<file path="src/rtl/div_seq.sv">
// Multi-cycle radix-2 restoring divider for RV32M DIV/DIVU/REM/REMU.
// Stalls the pipeline while iterating and issues a single write-back pulse when the result is ready.
module div_seq #(
  parameter int XLEN  = 32,
  parameter int CNT_W = 5
) (
  input  logic            clk_i,
  input  logic            rst_i,
  input  logic            start_i,
  input  logic [1:0]      op_i,
  input  logic [XLEN-1:0] dividend_i,
  input  logic [XLEN-1:0] divisor_i,
  input  logic [4:0]      reg_waddr_i,
  input  logic            cancel_i,
  output logic            stall_o,
  output logic            ready_o,
  output logic            reg_we_o,
  output logic [4:0]      reg_waddr_o,
  output logic [XLEN-1:0] result_o
);

  typedef enum logic [1:0] {IDLE, CALC, DONE} state_t;

  state_t            state_q, state_d;
  logic [CNT_W-1:0]  cnt_q;
  logic [XLEN-1:0]   rem_q, quo_q, div_q;
  logic [XLEN-1:0]   res_q, result_q;
  logic [1:0]        op_q;
  logic [4:0]        waddr_q;
  logic              neg_quo_q, neg_rem_q;

  logic              accept, is_signed, div_zero, overflow;
  logic [XLEN-1:0]   abs_a, abs_b;
  logic [XLEN:0]     rem_sh, diff;
  logic [XLEN-1:0]   rem_nx, quo_nx, fixed_res;

  assign accept    = (state_q == IDLE) & start_i & ~cancel_i;
  assign is_signed = ~op_i[0];
  assign div_zero  = (divisor_i == '0);
  assign overflow  = is_signed & (dividend_i == {1'b1, {(XLEN-1){1'b0}}}) & (divisor_i == '1);
  assign abs_a     = (is_signed & dividend_i[XLEN-1]) ? -dividend_i : dividend_i;
  assign abs_b     = (is_signed & divisor_i[XLEN-1])  ? -divisor_i  : divisor_i;

  // One restoring step: the shifted remainder needs XLEN+1 bits so the trial subtract's sign is exact
  always_comb begin
    rem_sh = {rem_q, quo_q[XLEN-1]};
    diff   = rem_sh - {1'b0, div_q};
    rem_nx = rem_sh[XLEN-1:0];
    quo_nx = {quo_q[XLEN-2:0], 1'b0};
    if (!diff[XLEN]) begin
      rem_nx = diff[XLEN-1:0];
      quo_nx = {quo_q[XLEN-2:0], 1'b1};
    end
    if (op_q[1]) fixed_res = neg_rem_q ? -rem_nx : rem_nx;
    else         fixed_res = neg_quo_q ? -quo_nx : quo_nx;
  end

  always_ff @(posedge clk_i or negedge rst_i) begin
    if (!rst_i) state_q <= IDLE;
    else        state_q <= state_d;
  end

  always_comb begin
    state_d  = state_q;
    stall_o  = 1'b0;
    ready_o  = 1'b0;
    reg_we_o = 1'b0;
    result_o = result_q;
    case (state_q)
      IDLE: begin
        stall_o = accept;
        if (accept) state_d = (div_zero | overflow) ? DONE : CALC;
      end
      CALC: begin
        stall_o = 1'b1;
        if (cancel_i)         state_d = IDLE;
        else if (cnt_q == '0) state_d = DONE;
      end
      DONE: begin
        state_d  = IDLE;
        ready_o  = ~cancel_i;
        reg_we_o = ~cancel_i;
        if (!cancel_i) result_o = res_q;
      end
      default: state_d = IDLE;
    endcase
  end

  // Operand capture, iteration and result staging; result_q only moves on a completed write-back
  always_ff @(posedge clk_i or negedge rst_i) begin
    if (!rst_i) begin
      cnt_q     <= '0;
      rem_q     <= '0;
      quo_q     <= '0;
      div_q     <= '0;
      res_q     <= '0;
      result_q  <= '0;
      op_q      <= '0;
      waddr_q   <= '0;
      neg_quo_q <= 1'b0;
      neg_rem_q <= 1'b0;
    end else begin
      case (state_q)
        IDLE: if (accept) begin
          op_q      <= op_i;
          waddr_q   <= reg_waddr_i;
          neg_quo_q <= is_signed & (dividend_i[XLEN-1] ^ divisor_i[XLEN-1]);
          neg_rem_q <= is_signed & dividend_i[XLEN-1];
          if (div_zero)      res_q <= op_i[1] ? dividend_i : '1;
          else if (overflow) res_q <= op_i[1] ? '0 : {1'b1, {(XLEN-1){1'b0}}};
          else begin
            rem_q <= '0;
            quo_q <= abs_a;
            div_q <= abs_b;
            cnt_q <= CNT_W'(XLEN-1);
          end
        end
        CALC: if (!cancel_i) begin
          rem_q <= rem_nx;
          quo_q <= quo_nx;
          cnt_q <= cnt_q - 1'b1;
          if (cnt_q == '0) res_q <= fixed_res;
        end
        DONE: if (!cancel_i) result_q <= res_q;
        default: ;
      endcase
    end
  end

  assign reg_waddr_o = waddr_q;

endmodule

</file>
<file path="config.mk">
export PLATFORM = sky130hd
export DESIGN_NAME = div_seq
export DESIGN_NICKNAME = d
export VERILOG_FILES = /design/src/rtl/div_seq.sv
export SDC_FILE = /design/constraint.sdc
export NUM_CORES = 1
export LEC_CHECK = 0
export ABC_AREA = 1
export ABC_CLOCK_PERIOD_IN_PS = 3900
export CAP_MARGIN = 15
export CORE_MARGIN = 4
export CORE_UTILIZATION = 45
export CTS_CLUSTER_SIZE = 16
export DETAILED_ROUTE_END_ITERATION = 8
export PLACE_DENSITY = 0.79
export SYNTH_ARGS = -nofsm -noshare
export SYNTH_HDL_FRONTEND = slang
export SYNTH_SLANG_ARGS = --single-unit
</file>
<file path="constraint.sdc">
create_clock -name clk_i -period 3.9 [get_ports clk_i]
set_input_delay 0.78 -clock clk_i [delete_from_list [all_inputs] [get_ports clk_i]]
set_output_delay 0.78 -clock clk_i [all_outputs]
set_load 0.1 [all_outputs]
</file>
After elaboration in Yosys (flattened, before gate mapping)
Cells that the tools add are included.
{ "classes": {"mux": 39, "bitwise_logic": 13, "n_eq_ne": 11, "reduce_logical": 9, "addsub": 6} }
{ "ops": {"columns": ["cell", "count"], "rows": [
  ["2-to-1 mux 32 bit", 23],
  ["one-hot mux 32 bit (2 select lines)", 3],
  ["negation 32 bit", 4],
  ["== test 32 bit, second input constant", 2],
  ["subtractor 33 x 32 -> 33 bit", 1],
  ["zero test 32 bit", 1],
  ["2-to-1 mux 5 bit", 4],
  ["!= test 2 bit, second input constant", 5],
  ["one-hot mux 5 bit (2 select lines)", 1],
  ["AND reduction 5 bit", 2],
  ["2-to-1 mux 2 bit", 4],
  ["AND 1 bit", 7],
  ["!= test 3 bit, second input constant", 2],
  ["zero test 5 bit", 1],
  ["subtractor 5 x 1 -> 5 bit, second input constant", 1],
  ["NOT 1 bit", 4],
  ["one-hot mux 2 bit (2 select lines)", 1],
  ["AND reduction 2 bit", 2],
  ["AND reduction 4 bit", 1],
  ["== test 2 x 1 -> 1 bit, second input constant", 1],
  ["== test 2 bit, second input constant", 1],
  ["zero test 2 bit", 1],
  ["2-to-1 mux 1 bit", 2],
  ["one-hot mux 1 bit (2 select lines)", 1],
  ["3 further kinds", 3]
]} }
{ "word_totals": {"register_bits": 176, "inputBits": 75, "output_inout_bits": 40} }

Depth between registers and ports, before layout
Gate-level depths: netlist of the first run.
{ "depth": {"depth_word": 8, "ltp_mapped": 32, "depth_no_buf": 30} }

Least setup slack after synthesis of the first run
Ideal clock, no wire load.
{ "synth_path": {"path_kind": "in2out", "startpoint": "input cancel_i", "endpoint": "output result_o[2]", "path_stages": 4, "n_path_buf": 1, "setup_slack_ns": -0.224, "arrival_time_ns": 3.344, "path_cell_list": "inv_1 nand2_1 clkbuf_1 o21ai_0"} }
{ "synth_between": {"elab_chain_len": 2} }
{ "synth_rtl": {"columns": ["item", "line_no", "rtl"], "rows": [
  ["start: declaration", "14", "input logic cancel_i,"],
  ["2-to-1 mux 32 bit (2 in a row)", null, null],
  ["end: declaration", "19", "output logic [XLEN-1:0] result_o"]
]} }
No other way between the ends.

Final worst setup path of the first run
{ "layout_path": {"startpoint": "register rem_q[22]", "endpoint": "register res_q[27]"} }
{ "layout_between": {"elab_chain_len": 8, "elab_cells_between_ends": 11, "classes_between": "add/sub: 3; mux: 8"} }
{ "layout_rtl": {"columns": ["item", "line_no", "rtl"], "rows": [
  ["start: declaration", "26", "logic [XLEN-1:0] rem_q, quo_q, div_q;"],
  ["start signal: assignment", "119", "rem_q <= rem_nx;"],
  ["subtractor 33 x 32 -> 33 bit", "47", "diff = rem_sh - {1'b0, div_q};"],
  ["2-to-1 mux 1 bit or 2-to-1 mux 32 bit (tied branches)", "50", "if (!diff[XLEN]) begin"],
  ["negation 32 bit, on equally long branches", "55, 54", null],
  ["2-to-1 mux 32 bit, on equally long branches", "55, 54", null],
  ["2-to-1 mux 32 bit *", "54", "if (op_q[1]) fixed_res = neg_rem_q ? -rem_nx : rem_nx;"],
  ["2-to-1 mux 32 bit *", "122", "if (cnt_q == '0) res_q <= fixed_res;"],
  ["2-to-1 mux 32 bit *", "118", "CALC: if (!cancel_i) begin"],
  ["one-hot mux 32 bit (2 select lines) *", "103", "case (state_q)"],
  ["end signal: assignment", "109", "if (div_zero) res_q <= op_i[1] ? dividend_i : '1;"],
  ["end signal: assignment", "110", "else if (overflow) res_q <= op_i[1] ? '0 : {1'b1, {(XLEN-1){1'b0}}};"],
  ["end signal: assignment", "122", null],
  ["end: declaration", "27", "logic [XLEN-1:0] res_q, result_q;"]
]} }
Mark *: on every way between the ends. The rest lies on a longest branch, timed or not. The select of a mux whose other input is x is not followed.
A chain may end at the register's enable or synchronous reset.

==> results of run 1 <==
[metal layers]
layer	share of wire [%]	track usage, %	up-vias
met5	0.029	0	-
met3	8.8	5.531	75
met2	44	45.06	703
li1	-	-	7522
met1	45	43.99	7209
met4	2.0	7.257	2
[cells in the final DEF, fill, tap and decap left out, types with 17 or more instances in the layout]
cell type / count
xor2_1: 41
nand2_2: 29
dfrtp_1: 175
nor2_1: 160
o21ai_0: 208
nor2_2: 21
nand2_1: 741
clkdlybuf4s50_1: 78
a21oi_1: 84
inv_1: 313
o22ai_1: 19
clkbuf_16: 17
ha_1: 34
nor3_1: 26
nand4_1: 29
buf_12: 40
nand3_1: 163
buf_4: 79
[cells by family (layout without fill, tap and decap cells)]
logic type	Yosys count	after routing	share of synthesized area, %
adder cells (fa/ha/maj)	40	40	3.564
XOR/XNOR	55	55	3.380
buffers and inverters	403	555	11.11
AND/OR/NAND/NOR	1225	1225	37.05
AO/OA/AOI/OAI	375	375	14.17
flip-flops	175	175	30.72
[metrics by stage]
step,setup TNS (ns),instance area (um^2),hold WS (ns),std cells
after global placement,-0.03812,16560,0.4655,2785
after CTS,0,17220,0.3365,2817
after detailed placement,-0.4060,16560,0.4677,2785
final,0,17400,0.3215,2821
after floorplan,-1.112,14250,0.4492,2273
after global routing,-0.08427,17400,0.3632,2821
[state kept, by name, summed over array words and instances (netlist names)]
signal and flops:
reg_waddr_o 5, quo_q 32, rem_q 32, state_q 2
cnt_q 5, div_q 32, result_q 32, neg_rem_q 1
op_q 1, neg_quo_q 1, res_q 32
[area by class of cell]
type	count	area, um^2
fill	3031	13510
multi-input combinational	1695	8441
sequential	175	4379
tap	396	495.5
timing repair buffer	200	2208
clock buffer	18	439.2
clock inverter	14	222.7
inverter	323	1212
[power by group through the flow]
stage	clock (mW)	combinational, mW	sequential (mW)
after floorplan	0	8.33	2.93
after global placement	0	11.8	2.97
after detailed placement	0	11.9	2.99
after CTS	1.98	12.0	2.97
after global routing	2.05	13.7	3.04
final	1.96	12.5	2.99
[how the worst max path moves through the flow]
stage	start	endpoint	slack [ns]	cells after the start
5_1_grt	rem_q[22]	res_q[16]	-0.02	24
2_1_floorplan	cancel_i	result_o[2]	-0.22	4
3_3_place_gp	divisor_i[0]	res_q[2]	-0.02	16
4_1_cts	quo_q[31]	res_q[25]	0.04	30
6_report	rem_q[22]	res_q[27]	0.23	25
3_5_place_dp	divisor_i[0]	res_q[2]	-0.12	16
[what timing repair did]
action | 4_1_cts | 5_1_grt
gates resized for setup | 0 | 36
setup endpoints to repair | 0 | 29
setup buffers | 0 | 4
[worst register-to-register path, delay by kind of cell (launching register included)]
family,cells,cell delay [ns]
AOI/OAI and AO/OA,2,0.42
adders and majority gates,1,0.37
buffers and inverters,5,0.62
DFF,1,0.44
and+or+nand+nor,17,1.74
==> summary.md, run 1 <==
| Metric | Value |
|---|---|
| Outcome | `complete, no violations` |
| P_int | `7.562 mW` |
| First-pass GRT wire length | `80.14 mm` |
| Post-synthesis cell area | `0.01425 mm^2` |
| Initial Util | `46.11%` |
| Max Buffers Root-to-Sink | `2` |
| CP max stage delay | `0.44 ns` |
| Synthesis Warnings | `0` |
| Crit path top cell by count | `nand2_1` |
| Main area contributors after synthesis | `dfrtp_1, nand2_1, inv_1, o21ai_0, nand3_1` |
| CP Max Fanout | `15` |
| ANT cells | `0` |
| Share of synthesized registers carrying an async set or reset | `100.0%` |
| TritonRoute pass-1 iters | `7` |
| Share of layout cells above drive strength 1 | `10.93%` |
| Synth Area per Inst | `6.271 um^2` |
| Die Ht | `186.0 um` |
| 1st-iter DRT viols | `1,714` |
| RePlAce Congestion | `1.013` |
| Register-to-Register Path Depth | `25` |
| Setup slack after layout | `0.2253 ns` |
| Top cell type's share of synthesized area | `30.72%` |
| Rows | `64` |
| Clock-pin slew of the registers on the worst-case setup and hold paths | `0.07 ns` |
| HPWL after DPL | `40.37 mm` |
| Antenna violations before repair | `1` |
| Pre-CTS setup slack | `-0.1199 ns` |
| R2R Setup Slk | `0.23 ns` |
| Total power draw | `17.45 mW` |
| Period minus WS final | `3.675 ns` |
| Logic pwr share | `71.6%` |
| Prevailing post-synth register cell | `dfrtp_1` |
| Max Freq | `272.1 MHz` |
| WP data arrival | `4.07 ns` |
| Routed vias | `15,511` |
| Worst-Margin Slew | `0.9868 ns` |
| Core area | `0.03091 mm^2` |
| Leakage power | `8.839 nW` |
| Post-synth top cells | `nand2_1, inv_1, o21ai_0` |
| Post-Syn Instances | `2,273` |
| FF-to-FF Start | `rem_q[22]` |
| Clock latency on the worst-skew pair | `0.47 ns` |
| Clock sinks | `175` |
| Slew HR | `34.01%` |
| Avg WL per Cell | `18.18 um` |
| Crit path capture type | `register` |
| Startpoint types | `register` |
| Final #Nets | `2,527` |
| Endpoints failing setup | `0` |
| Synthesized flop and latch total | `175` |
| Clock Power Share | `11.2%` |
| Tot GR Track Use | `29.74%` |
| Floorplan die width | `186.0 um` |
| Endpoints failing hold | `0` |
| H-tree Lvls | `4` |
| Pin count of the biggest net entering global routing | `68` |
| Max_cap viols | `0` |
| CTS hold repair buffers | `0` |
| Port Buf Inserts | `114` |
| DR DRC count | `0` |
| Worst path slowest cell | `dfrtp_1` |
| Switching pwr | `9.884 mW` |
| Final wirelength | `51.29 mm` |
| Crit Path Class | `register to register` |
| Hold Path Class | `input port to async pin` |
| Count of cell types in the netlist | `50` |
| Number of synthesized flops with an enable pin | `0` |
| Worst Skew | `0.02152 ns` |
| Area growth from synthesis to layout | `22.06%` |
| Final period utilization | `94.22%` |
| Top-count cell post-synth | `nand2_1` |
| Avg Vias per Cell | `5.498` |
| Final core utilization | `56.29%` |
| Cts bufs inserted | `17` |
| Pwr/cell area | `1003 mW/mm^2` |
| Die Footprint | `0.03459 mm^2` |
| Clock Root Buffer | `clkbuf_16` |
| Flop pwr share | `17.1%` |
| Worst EP required | `4.30 ns` |
| Sw Ratio | `56.66%` |
| Final Max Slew Viols | `0` |
| Peak VDD IR | `0.0004863 V` |
| RR Endpoint | `res_q[27]` |
| Vias in the first global route | `14,267` |
| Sequential area share after synthesis | `30.72%` |
| Post-synth top area cell | `dfrtp_1` |
| Cell family with the largest share of critical-path delay | `simple AND/OR/NAND/NOR gates` |
| Grt total ovfl | `0` |
| I/O Pins | `115` |
| Syn_nets | `2,388` |
| Buffers & Inverters on Critical Path | `5` |
| Post-route ant nets | `0` |
| TritonCTS clock tree | `yes` |
(Power assumes the default switching activity.)
==> inputs of run 2 (changes only) <==
--- a/config.mk
+++ b/config.mk
@@ -7,7 +7,6 @@
 export LEC_CHECK = 0
 export ABC_AREA = 1
 export ABC_CLOCK_PERIOD_IN_PS = 3900
-export CAP_MARGIN = 15
 export CORE_MARGIN = 4
 export CORE_UTILIZATION = 45
 export CTS_CLUSTER_SIZE = 16
==> results of run 2 <==
Final layout, timing and power as in run 1 (identical DEF).
==> inputs of run 3 (changes only) <==
--- a/config.mk
+++ b/config.mk
@@ -12,6 +12,7 @@
 export CTS_CLUSTER_SIZE = 16
 export DETAILED_ROUTE_END_ITERATION = 8
 export PLACE_DENSITY = 0.79
+export SLEW_MARGIN = 20
 export SYNTH_ARGS = -nofsm -noshare
 export SYNTH_HDL_FRONTEND = slang
 export SYNTH_SLANG_ARGS = --single-unit
==> results of run 3 <==
Final layout, timing and power as in run 1 (identical DEF).
==> RTL change 1 (flow settings as in run 1) <==
`XLEN`: 32 -> 40.
--- a/src/rtl/div_seq.sv
+++ b/src/rtl/div_seq.sv
@@ -3,3 +3,3 @@
 module div_seq #(
-  parameter int XLEN  = 32,
+  parameter int XLEN  = 40,
   parameter int CNT_W = 5
Ports: changed (resized dividend_i, divisor_i and result_o); port bits go from 115 to 139. The function was not compared with the original's and may differ.
==> RTL change 1 against run 1 <==
The flow now finishes with violations (setup timing); first-iteration DRC count increased by 45%; routed wire length grew 33%; global-route usage grew 1.5 points; sequential share of layout area is 2.2 points lower; cell count increased by 33%; maximum frequency down 6.7%; area after synthesis up 25%; sequential cell count grew 40; setup slack lost 0.26 ns; final area increased by 35%; critical path type unchanged; critical endpoint is now res_q[36].
Power is not shown: default switching activity piles up to over one toggle a cycle in this logic, so the estimate is an artifact.
==> RTL change 1: results (changes against run 1) <==
Critical path
The maximum cell stage delay along the critical path is 0.40 ns (was 0.44 ns). The launching instance or port of the critical path is div_q[0] (was rem_q[22]). The largest fanout of any net on the critical path is 3 (was 15). The timing endpoint of the critical path is res_q[36] (was res_q[27]). The slowest stage cell on the critical path is sky130_fd_sc_hd__fa_2 (was sky130_fd_sc_hd__dfrtp_1). The cell depth of the worst flop-to-flop path is 29 (was 25).

STA
The count of final setup violators is 3 (was 0). The transition time of the tightest slew-check pin was 0.972 ns (was 0.987 ns). The setup slack after layout is -0.0374 ns (was 0.225 ns).

Logic synthesis
The sequential share of the synthesized area was 0.302 (was 0.307). Top cells by area in the synthesized netlist: sky130_fd_sc_hd__dfrtp_1 30%, sky130_fd_sc_hd__nand2_1 18%, sky130_fd_sc_hd__inv_1 8.1% (was sky130_fd_sc_hd__dfrtp_1 31%, sky130_fd_sc_hd__nand2_1 20%, sky130_fd_sc_hd__inv_1 8.3%). The unique cell type count in the Yosys netlist came to 56 (was 50).

GRT
The number of antenna violations at the first check in global routing is 2 (was 1). The largest net degree at the start of global routing was 99 (was 68). The total global-route track usage came to 0.313 (was 0.297).

The first-pass GRT wire length is 105000 microns (was 80100 microns).

Placed design
The final estimated routing congestion in global placement was 1.03 (was 1.01). The placed wire-length estimate is 53700 microns (was 40400 microns).

Drt
The number of DRC markers after the initial detailed-route iteration is 2488 (was 1714). The detailed-routing iteration count for the pre-antenna-repair pass is 6 (was 7).

Outcome
The checks that failed: setup timing. Result of the run: finished, violations left (was finished clean).

Clock network
The number of gates given a new drive strength after cts is 9 (was 0). The clock tree buffer depth is 3 (was 2). The H-tree depth is 1 (was 4). The TritonCTS buffer count is 25 (was 17). The post-CTS setup-driven buffer insertion count is 2 (was 0).

Cells and area
The final layout net count is 3367 (was 2527).
==> RTL change 1: routing by layer <==
layer  wire (microns)  global-route usage
met1            29300               0.457
met2            28400               0.463
met3             8170              0.0798
met4             2270              0.0824
met5               25                   0
==> RTL change 1: layout make-up <==
cell class                      instances  area [sq um]  share of cell area
Clock buffer                           31           688              0.0293
Clock inverter                         13           115             0.00491
Inverter                              402          1510              0.0645
Multi-Input combinational cell       2134         10900               0.463
Sequential cell                       215          5380               0.229
Tap cell                              518           648              0.0276
Timing Repair Buffer                  450          4260               0.181
==> RTL change 1: cells by family after synthesis <==
group	share of synthesized area
adders and majority gates	0.0342
AOI/OAI and AO/OA	0.147
DFF	0.302
and+or+nand+nor	0.369
buffers and inverters	0.112
xor gates and xnor gates	0.0354
==> RTL change 1: per-stage QoR <==
step	cell area [sq um]	hold WS, ns	std cells
floorplan	17800	0.426	2852
global placement	22100	0.442	3704
detailed placement	22100	0.452	3704
CTS	23000	0.201	3750
global route	23500	0.222	3763
finish	23500	0.178	3763
==> RTL change 2 (config.mk and constraints of run 1) <==
Without the edit above. The 3 states of `state_t` get a one-hot encoding in 3 bits.
--- a/src/rtl/div_seq.sv
+++ b/src/rtl/div_seq.sv
@@ -21,3 +21,3 @@
 
-  typedef enum logic [1:0] {IDLE, CALC, DONE} state_t;
+  typedef enum logic [2:0] {IDLE = 3'b001, CALC = 3'b010, DONE = 3'b100} state_t;
 
Formal check against the unedited RTL: no difference found for any inputs over 4 cycles, from zero or initial values and one cycle with rst_i low; so few cycles prove little.
==> RTL change 2 against run 1 <==
Sequential power about the same; total power is 30% lower; critical path depth is 6 higher; area after synthesis is 1.7% lower; via count down 1.0%; maximum frequency decreased by 0.73%; combinational power down 41%; setup slack got worse by 0.027 ns; sequential cell count is 1 higher; global-route usage rose by 0.37 points; routed wire length increased by 1.1%; final area is 1.2% higher; cell count down 1.3%; sequential share of layout area fell by 0.14 points; critical path type unchanged; critical endpoint is now res_q[18].
==> RTL change 2: results (changes against run 1) <==
Power
The highest ir drop seen on vdd is 0.532 mV (was 0.486 mV). The static power due to leakage is 8.95 nW (was 8.84 nW). The switching share of power is 0.515 (was 0.567).

Logic synthesis
Leading post-synthesis cells by instance count: 687 x sky130_fd_sc_hd__nand2_1, 284 x sky130_fd_sc_hd__inv_1, 179 x sky130_fd_sc_hd__nor2_1 (was 744 x sky130_fd_sc_hd__nand2_1, 314 x sky130_fd_sc_hd__inv_1, 218 x sky130_fd_sc_hd__o21ai_0). The sequential share of the synthesized area came to 0.315 (was 0.307). The arithmetic-cell share of the synthesized area counting full adders, half adders and majority gates is 0.0363 (was 0.0356). The dominant register cell in the synthesized netlist is sky130_fd_sc_hd__dfrtp_1 (unchanged). The net count after synthesis is 2296 (was 2388).

The synthesized-area fraction occupied by xor and xnor cells is 0.0444 (was 0.0338). The instance count of the mapped netlist is 2181 (was 2273). The unique cell type count in the Yosys netlist is 53 (was 50). Top cells by area in the synthesized netlist: sky130_fd_sc_hd__dfrtp_1 31%, sky130_fd_sc_hd__nand2_1 18%, sky130_fd_sc_hd__inv_1 7.6% (was sky130_fd_sc_hd__dfrtp_1 31%, sky130_fd_sc_hd__nand2_1 20%, sky130_fd_sc_hd__inv_1 8.3%). The area fraction in compound gates after synthesis is 0.144 (was 0.142).

Drt
The detailed-routing iteration count for the pre-antenna-repair pass is 6 (was 7). The number of vias per cell after detailed routing is 5.51 (was 5.50). The number of DRC markers after the initial detailed-route iteration came to 1624 (was 1714). The wire length per cell after detailed routing was 18.6 microns (was 18.2 microns).

Critical path
The largest fanout of any net on the critical path is 3 (was 15). The maximum cell stage delay along the critical path is 0.42 ns (was 0.44 ns). The cell depth of the worst flop-to-flop path is 31 (was 25). The critical path arrival came to 4.05 ns (was 4.07 ns).

Placed design
The worst slack at placement is -0.0834 ns (was -0.120 ns). The final estimated routing congestion in global placement is 0.977 (was 1.01).

Cells and area
The post-layout instance count excluding filler cells was 2785 (was 2821). The final layout net count is 2491 (was 2527).

GRT
The first-pass GRT wire length is 79200 microns (was 80100 microns). The largest net degree at the start of global routing came to 70 (was 68). The total global-route track usage is 0.301 (was 0.297).

The number of antenna violations at the first check in global routing is 0 (was 1).

Outcome
Result of the run: finished clean (unchanged).

STA
The clock skew after layout came to 0.0147 ns (was 0.0215 ns).
RTL change 2: changes by cell type after synthesis, moves of 15 or more:
cell,delta
sky130_fd_sc_hd__nand2_1,-57
sky130_fd_sc_hd__o21ai_0,-55
sky130_fd_sc_hd__inv_1,-30
sky130_fd_sc_hd__a22oi_1,+22
sky130_fd_sc_hd__o21bai_1,+15
sky130_fd_sc_hd__o22ai_1,-15
RTL change 2: final cells by class:
type / count / area [sq um]
clock buffers: 18 / 439
clock inverters: 14 / 160
fillers: 2952 / 13100
inverters: 301 / 1130
multi-input cells: 1631 / 8390
flip-flops and latches: 176 / 4410
well taps: 396 / 495
repair buffers: 249 / 2590
RTL change 2: critical path: cells and delay by family (launching register included):
family                     cells  cell delay [ns]
and+or+nand+nor               20             1.85
DFF                            1             0.42
adders and majority gates      3             0.68
buffers and inverters          6             0.50
AOI/OAI and AO/OA              2             0.15
RTL change 2: kinds of logic after synthesis:
| group | after synthesis |
|---|---|
| AOI/OAI and AO/OA | 350 |
| xor gates and xnor gates | 71 |
| adders and majority gates | 40 |
| buffers and inverters | 374 |
| DFF | 176 |
| and+or+nand+nor | 1170 |
RTL change 2: path summary, 6_finish.rpt:
| path | startpoint | to | slack (ns) |
|---|---|---|---|
| worst max-delay path | div_q[0] | res_q[18] | 0.20 |
| worst min-delay path | rst_i | result_q[22] | 0.33 |
| min in group clk_i | res_q[21] | res_q[21] | 0.48 |
| max in group asynchronous | rst_i | div_q[4] | 2.75 |
| worst max register to register | div_q[0] | res_q[18] | 0.20 |
| worst min register to register | res_q[21] | res_q[21] | 0.48 |
RTL change 2: metrics by stage:
step                      area (sq um)  total power [W]
after CTS                        17400           0.0120
after detailed placement         16600           0.0101
final                            17600           0.0122
after global routing             17600           0.0130
after floorplan                  14000          0.00731
after global placement           16600          0.00996
RTL change 2: power groups by stage:
stage / registers, W / clock network, W / logic (W)
4_1_cts: 0.00296 / 0.00182 / 0.00719
6_report: 0.00299 / 0.00180 / 0.00743
5_1_grt: 0.00305 / 0.00188 / 0.00803
3_3_place_gp: 0.00297 / 0 / 0.00698
3_5_place_dp: 0.00299 / 0 / 0.00708
2_1_floorplan: 0.00296 / 0 / 0.00435
RTL change 2: routing by layer:
| layer | vias up | global-route usage | wire (microns) |
|---|---|---|---|
| met2 | 696 | 0.448 | 22400 |
| li1 | 7402 | - | - |
| met5 | - | 0 | 0 |
| met3 | 51 | 0.0559 | 5190 |
| met1 | 7200 | 0.451 | 23300 |
| met4 | 0 | 0.0784 | 981 |
RTL change 2: what timing repair did:
item,4_1_cts,5_1_grt
endpoints found under the setup margin,4,17
buffers inserted,10,9
pin swaps,8,23
gates resized for setup,10,38
